$ cat config.mk
export PLATFORM = sky130hd
export DESIGN_NAME = button_debounce_counter
export DESIGN_NICKNAME = d
export VERILOG_FILES = /design/src/rtl/button_debounce_counter.sv
export SDC_FILE = /design/constraint.sdc
export NUM_CORES = 1
export LEC_CHECK = 0
export ABC_AREA = 1
export CAP_MARGIN = 30
export CORE_MARGIN = 2
export CORE_UTILIZATION = 55
export DETAILED_ROUTE_END_ITERATION = 8
export PLACE_DENSITY = 0.75
export SLEW_MARGIN = 0
export SYNTH_ARGS = -nofsm -noshare
export SYNTH_HDL_FRONTEND = slang
export SYNTH_SLANG_ARGS = --single-unit
$ cat constraint.sdc
create_clock -name clk -period 1.7 [get_ports clk]
set_input_delay 0.255 -clock clk [delete_from_list [all_inputs] [get_ports clk]]
set_output_delay 0.255 -clock clk [all_outputs]
set_load 0.01 [all_outputs]
$ cat src/rtl/button_debounce_counter.sv
// button_debounce_counter: synchronizes a raw push-button, debounces it with a
// stability counter and FSM, and emits a clean level, press/release strobes and
// a 0-9 BCD press counter for the 7-segment path.
// Optional feature macro: BUTTON_LONG_PRESS_EN (adds long_pulse and its counter).
module button_debounce_counter #(
  parameter int unsigned SYNC_STAGES       = 2,
  parameter int unsigned DEBOUNCE_CYCLES   = 1000000,
  parameter int unsigned LONG_PRESS_CYCLES = 100000000
) (
  input  logic       clk,
  input  logic       rst_n,
  input  logic       btn,
  input  logic       count_clr,
  output logic       btn_level,
  output logic       press_pulse,
  output logic       release_pulse,
  output logic [3:0] press_count
`ifdef BUTTON_LONG_PRESS_EN
  ,
  output logic       long_pulse
`endif
);

  localparam int unsigned DCW = $clog2(DEBOUNCE_CYCLES);

  // Reject parameter values the datapath cannot support.
  if (SYNC_STAGES < 2 || DEBOUNCE_CYCLES < 2 || LONG_PRESS_CYCLES < 2) begin : g_bad_param
    $error("button_debounce_counter: SYNC_STAGES, DEBOUNCE_CYCLES, LONG_PRESS_CYCLES must be >= 2");
  end

  typedef enum logic [1:0] {
    IDLE         = 2'd0,
    PRESS_WAIT   = 2'd1,
    PRESSED      = 2'd2,
    RELEASE_WAIT = 2'd3
  } state_e;

  logic [SYNC_STAGES-1:0] sync_q;
  logic                   btn_s;
  state_e                 state_q;
  logic [DCW-1:0]         deb_cnt_q;
  logic                   btn_level_q;
  logic                   press_pulse_q;
  logic                   release_pulse_q;
  logic [3:0]             press_count_q;
  logic                   deb_done;
  logic                   press_accept;

  assign btn_s        = sync_q[SYNC_STAGES-1];
  assign deb_done     = (deb_cnt_q == DCW'(DEBOUNCE_CYCLES - 1));
  assign press_accept = (state_q == PRESS_WAIT) && btn_s && deb_done;

  // Input synchronizer chain; only its last stage is used downstream.
  always_ff @(posedge clk) begin
    if (!rst_n) begin
      sync_q <= '0;
    end else begin
      sync_q <= {sync_q[SYNC_STAGES-2:0], btn};
    end
  end

  // Debounce FSM with stability counter and registered level/strobes.
  always_ff @(posedge clk) begin
    if (!rst_n) begin
      state_q         <= IDLE;
      deb_cnt_q       <= '0;
      btn_level_q     <= 1'b0;
      press_pulse_q   <= 1'b0;
      release_pulse_q <= 1'b0;
    end else begin
      press_pulse_q   <= 1'b0;
      release_pulse_q <= 1'b0;
      case (state_q)
        IDLE: begin
          if (btn_s) begin
            state_q   <= PRESS_WAIT;
            deb_cnt_q <= '0;
          end
        end
        PRESS_WAIT: begin
          if (!btn_s) begin
            state_q   <= IDLE;
            deb_cnt_q <= '0;
          end else if (deb_done) begin
            state_q       <= PRESSED;
            deb_cnt_q     <= '0;
            btn_level_q   <= 1'b1;
            press_pulse_q <= 1'b1;
          end else begin
            deb_cnt_q <= deb_cnt_q + DCW'(1);
          end
        end
        PRESSED: begin
          if (!btn_s) begin
            state_q   <= RELEASE_WAIT;
            deb_cnt_q <= '0;
          end
        end
        RELEASE_WAIT: begin
          if (btn_s) begin
            state_q   <= PRESSED;
            deb_cnt_q <= '0;
          end else if (deb_done) begin
            state_q         <= IDLE;
            deb_cnt_q       <= '0;
            btn_level_q     <= 1'b0;
            release_pulse_q <= 1'b1;
          end else begin
            deb_cnt_q <= deb_cnt_q + DCW'(1);
          end
        end
        default: begin
          state_q   <= IDLE;
          deb_cnt_q <= '0;
        end
      endcase
    end
  end

  // BCD press counter; a coincident clear takes priority over a press.
  always_ff @(posedge clk) begin
    if (!rst_n) begin
      press_count_q <= 4'd0;
    end else if (count_clr) begin
      press_count_q <= 4'd0;
    end else if (press_accept) begin
      press_count_q <= (press_count_q == 4'd9) ? 4'd0 : press_count_q + 4'd1;
    end
  end

  assign btn_level     = btn_level_q;
  assign press_pulse   = press_pulse_q;
  assign release_pulse = release_pulse_q;
  assign press_count   = press_count_q;

`ifdef BUTTON_LONG_PRESS_EN
  localparam int unsigned LCW = $clog2(LONG_PRESS_CYCLES);

  logic [LCW-1:0] long_cnt_q;
  logic           long_fired_q;
  logic           long_pulse_q;

  // Long-press timer: runs in PRESSED, fires once per press, re-armed only in IDLE.
  always_ff @(posedge clk) begin
    if (!rst_n) begin
      long_cnt_q   <= '0;
      long_fired_q <= 1'b0;
      long_pulse_q <= 1'b0;
    end else begin
      long_pulse_q <= 1'b0;
      if (state_q == PRESSED) begin
        if (!long_fired_q) begin
          if (long_cnt_q == LCW'(LONG_PRESS_CYCLES - 1)) begin
            long_pulse_q <= 1'b1;
            long_fired_q <= 1'b1;
          end else begin
            long_cnt_q <= long_cnt_q + LCW'(1);
          end
        end
      end else begin
        long_cnt_q <= '0;
        if (state_q == IDLE) begin
          long_fired_q <= 1'b0;
        end
      end
    end
  end

  assign long_pulse = long_pulse_q;
`endif

endmodule

* After elaboration in Yosys (flattened, before gate mapping)
Cells that the tools add are included.
** Operators by class
- Reduce and logical (&&, ||, !) cells :: 10
- Bitwise logic cells :: 2
- Eq/ne operators :: 13
- $add $sub $neg :: 2
- Multiplexer cells :: 20
** Operators with widths (number)
- two-way mux 20 bit :: 5
- one-hot mux 20 bit (4 select lines) :: 1
- adder 20 x 1 -> 20 bit, second input constant :: 1
- equality test 20 bit, second input constant :: 1
- two-way mux 2 bit :: 6
- != test 2 bit, second input constant :: 6
- one-hot mux 2 bit (4 select lines) :: 1
- != test 3 bit, second input constant :: 2
- two-way mux 1 bit :: 5
- AND reduction 5 bit :: 1
- adder 4 x 1 -> 4 bit, second input constant :: 1
- equality test 2 bit, second input constant :: 2
- equality test 4 bit, second input constant :: 1
- two-way mux 4 bit :: 1
- AND reduction 4 bit :: 1
- AND reduction 3 bit :: 1
- OR reduction 3 bit :: 1
- equality test 2 x 1 -> 1 bit, second input constant :: 1
- logical AND 1 bit :: 2
- zero test 2 bit :: 1
- NOT 1 bit :: 2
- one-hot mux 1 bit (2 select lines) :: 1
- AND reduction 2 bit :: 1
- nonzero test 2 bit :: 1
- OR reduction 2 bit :: 1
** Storage, ports and cells
- Bits in registers :: 31
- Bits of input ports :: 4
- Word-level logic and storage cells :: 54
- Output and inout port bits :: 7

* Depth between registers and ports, before layout
- Word-level depth :: 4
- Mapped depth :: 10
- Depth with buffers taken out :: 10

* Worst setup path before layout
Ideal clock, no wire load.
- Path kind :: register -> register
- Start point :: reg deb_cnt_q[0]
- End point :: reg deb_cnt_q[0]
- Required time :: 1585 ps
- Arrival time :: 1259 ps
- Clock period less this slack :: 1374 ps
- Library setup time :: 115 ps
- Setup slack :: 326 ps
- Stages on the path, launching flop included :: 8
- Cell sequence :: dfxtp_1 -> ha_1 -> nand2_1 -> nor2_4 -> nand3_4 -> nand2_8 -> inv_6 -> o21a_1
** Between the ends
- Longest elaborated chain between the ends :: 4
- Elaborated cells on any way between the ends :: 6
- Those cells by class :: add/sub: 1; eq/ne: 1; mux: 4
** Ends and longest elaborated chain
- start: declaration :: line 41 : logic [DCW-1:0] deb_cnt_q;
- start signal: assignment :: line 90 : deb_cnt_q <= deb_cnt_q + DCW'(1);
- start signal: assignment :: line 109 : deb_cnt_q <= deb_cnt_q + DCW'(1);
- adder 20 x 1 -> 20 bit / equality test 20 bit (equally long branches) :: line 90, 109, 50
- two-way mux 20 bit (*) :: line 84, 103
- two-way mux 20 bit (on tied branches) :: line 100, 81
- one-hot mux 20 bit (4 select lines) (*) :: line 73 : case (state_q)
Every way passes the cells marked *; elsewhere a longest branch is shown, timed or not.
A chain may end at the register's enable or synchronous reset.

* Worst setup path after layout
- Start point :: reg press_count_q[0], in the netlist press_count[0]
- End point :: out press_count[0]
** RTL lines
- start: declaration :: line 45 : logic [3:0] press_count_q;
- start signal: assignment :: line 127 : press_count_q <= (press_count_q == 4'd9) ? 4'd0 : press_count_q + 4'd1;
- end: declaration :: line 17 : output logic [3:0] press_count
No word-level cell between the ends.

==> impl_metrics.tcl <==
set metrics [dict create \
    tightest_slew_ns 0.3805 \
    clock_skew_ns 0.005778 \
    grt_first_pass_wirelength_mm 6.417 \
    rows 21 \
    yosys-mux-area-fraction_pct 0 \
    gp_congestion 0.9472 \
    synth_top_family_by_area "simple AND/OR/NAND/NOR gates" \
    synth_fa_ha_area_share_pct 0.6780 \
    synth_cells 281 \
    cts_resized 0 \
    final_cell_mix "nand2_1 (79), inv_1 (41), dfxtp_1 (31)" \
    drt-pass1-iter-count 4 \
    endpoint_kind "output port" \
    grt_use_total_pct 23.45 \
    antenna_cells 0 \
    top_layer_used "met4" \
    wl_per_cell_um 11.33 \
    setup_tns_ns 0 \
    cts.sinks 31 \
    crit_family "buffers and inverters" \
    irDropWorstVdd_mv 0.4373 \
    clkLatencyLatePin_ns 0.33 \
    io_pins 11 \
    synth_top_area_share_pct 33.63 \
    initial_core_util_pct 56.19 \
    synth.distinct_cells 30 \
    clock-root-buffer "clkbuf_4" \
    ys_ff_latch 31 \
    syn2layout_area_growth_pct 12.95 \
    placed_cells 338 \
    stdcell_count 346 \
    path_buf_inv 1 \
    hold_buffers 0 \
    rsz0062_at_grt "no" \
    hpwl_mm 2.939 \
    synth_area_per_cell_um2 6.568 \
    synth_area_leaders "dfxtp_1 (34%), nand2_1 (16%), inv_1 (8.3%)" \
    h-tree-depth 2 \
    maxCapViolations 0 \
    drive_gt1_share_pct 10.67 \
    synth-xor-area-share_pct 2.373 \
    drc 0 \
    die_area_um2 3835 \
    die_h_um 61.93 \
    clkSlewWorstSetupHoldPaths_ns 0.09 \
    yosysSeqAreaShare_pct 33.63 \
    cts_tree "built" \
    hold_violations 0 \
    p_leak_nw 0.7909 \
    drt-met1-wl_mm 1.866 \
    finalMaxSlewViolations 0 \
    cts_made_buffers 5 \
    core_um2 3284 \
    cp-start-kind "register" \
    cp.arrival_ns 1.33 \
    synth_fp_nets 286 \
    total_power_mw 1.429 \
    postCtsSetupRepairBufs 0 \
    ant_nets 0 \
    wl_met2_mm 1.816 \
    antenna_found_initial 0 \
    hold_class "register to register" \
    timing.final.crit_share_pct 93.01 \
    routed-via-count 1752 \
    synth-simple-area-share_pct 43.19 \
    grt_pass1_vias 1487 \
    syn_area_um2 1846 \
    final_common_cell "nand2_1" \
    viasPerCell 5.064 \
    ys_warn_count 0 \
    slew-limit-headroom_pct 74.60 \
    critical-path-max-stage-delay_ns 0.57 \
    wl_met3_um 178 \
    slowest_stage "clkdlybuf4s50_1" \
    routed_wl_mm 3.919 \
    fin_crit_ns 1.581 \
    cp.required_ns 1.44 \
    synth_compound_area_share_pct 9.559 \
    final-setup-viol-count 0 \
    crit_path_cell_trace "clkdlybuf4s50_1" \
    portBuffers 10 \
    grt_overflow 0 \
    power_density_nw_per_um2 685.3 \
    max_freq_ghz 0.6324 \
    grt_start_max_net_pins 13 \
    fp.dieW_um 61.93 \
    critical_path.max_fanout 7 \
    yosysTopAreaCell "dfxtp_1" \
    clockBufferDepth 2 \
    drtIter0Drc 147 \
    path_class "register to output port" \
    nets 304 \
    outcome "finished, final reports clean" \
]
==> cell usage after synthesis (all sizes together) <==
library cell / count
dfxtp: 31
nand2: 86
a21oi: 20
o22ai: 1
buf: 4
nor2: 33
o21ai: 8
o21a: 1
nor3: 4
and3: 1
nand4: 17
ha: 1
nand3: 22
xnor2: 2
inv: 42
and2: 1
clkbuf: 1
xor2: 3
o21bai: 3
==> state kept, by name (all words and copies together), names as in the netlist, named ones only <==
register,cells
btn_level,1
sync_q,2
press_count,4
press_pulse,1
release_pulse,1
deb_cnt_q,20
state_q,1
==> metal layers <==
layer  vias to the layer above  track usage [%]
li1                        931                -
met1                       782            29.85
met2                        35            36.54
met3                         4            6.832
met4                         0            10.94
met5                         -                0
==> where the power goes <==
part,internal (mW),total [mW],switching [mW]
sequential,0.738,0.753,0.0158
clock,0.243,0.493,0.250
combinational,0.0698,0.182,0.112
==> layout make-up <==
cell class,count,area [µm²]
fill,321,1200
multi-input combinational,203,1030
sequential,31,620.6
inverter,42,162.7
timing repair buffer,16,145.1
clock buffer,8,68.82
tap,46,57.56
==> tightest hold or removal path: cells and delay by family (launching register included) <==
kind | cells | cell delay, ns
buf+inv | 1 | 0.03
simple gates | 1 | 0.06
flops | 1 | 0.31
==> path summary, 6_finish.rpt <==
check	to	slack, ns	cells after the start	start
hold reg to reg	sync_q[1]$_SDFF_PN0_	0.43	2	sync_q[0]$_SDFF_PN0_
hold / removal	sync_q[1]$_SDFF_PN0_	0.43	2	sync_q[0]$_SDFF_PN0_
setup reg to reg	deb_cnt_q[2]$_SDFFE_PN0P_	0.19	8	deb_cnt_q[0]$_SDFFE_PN0P_
setup / recovery	press_count[0]	0.12	1	press_count[0]$_SDFFE_PP0P_
==> kinds of logic (layout without fill, tap and decap cells) <==
kind of cell,after synthesis,in the layout
AND/OR/NAND/NOR,164,164
buffers and inverters,47,66
AO/OA/AOI/OAI,33,33
flip-flops,31,31
XOR/XNOR,5,5
adder cells (fa/ha/maj),1,1
==> stage by stage <==
stage | utilization, % | hold WS, ns | setup slack (ns) | instance area (µm²)
final | 63.47 | 0.4253 | 0.1188 | 2085
after global routing | 63.47 | 0.4767 | 0.02903 | 2085
after CTS | 63.47 | 0.4307 | 0.1025 | 2085
after detailed placement | 61.37 | 0.4087 | 0.2075 | 2016
after global placement | 61.37 | 0.3924 | 0.2358 | 2016
after floorplan | - | 0.3526 | 0.3260 | 1846
(Power assumes the default switching activity.)
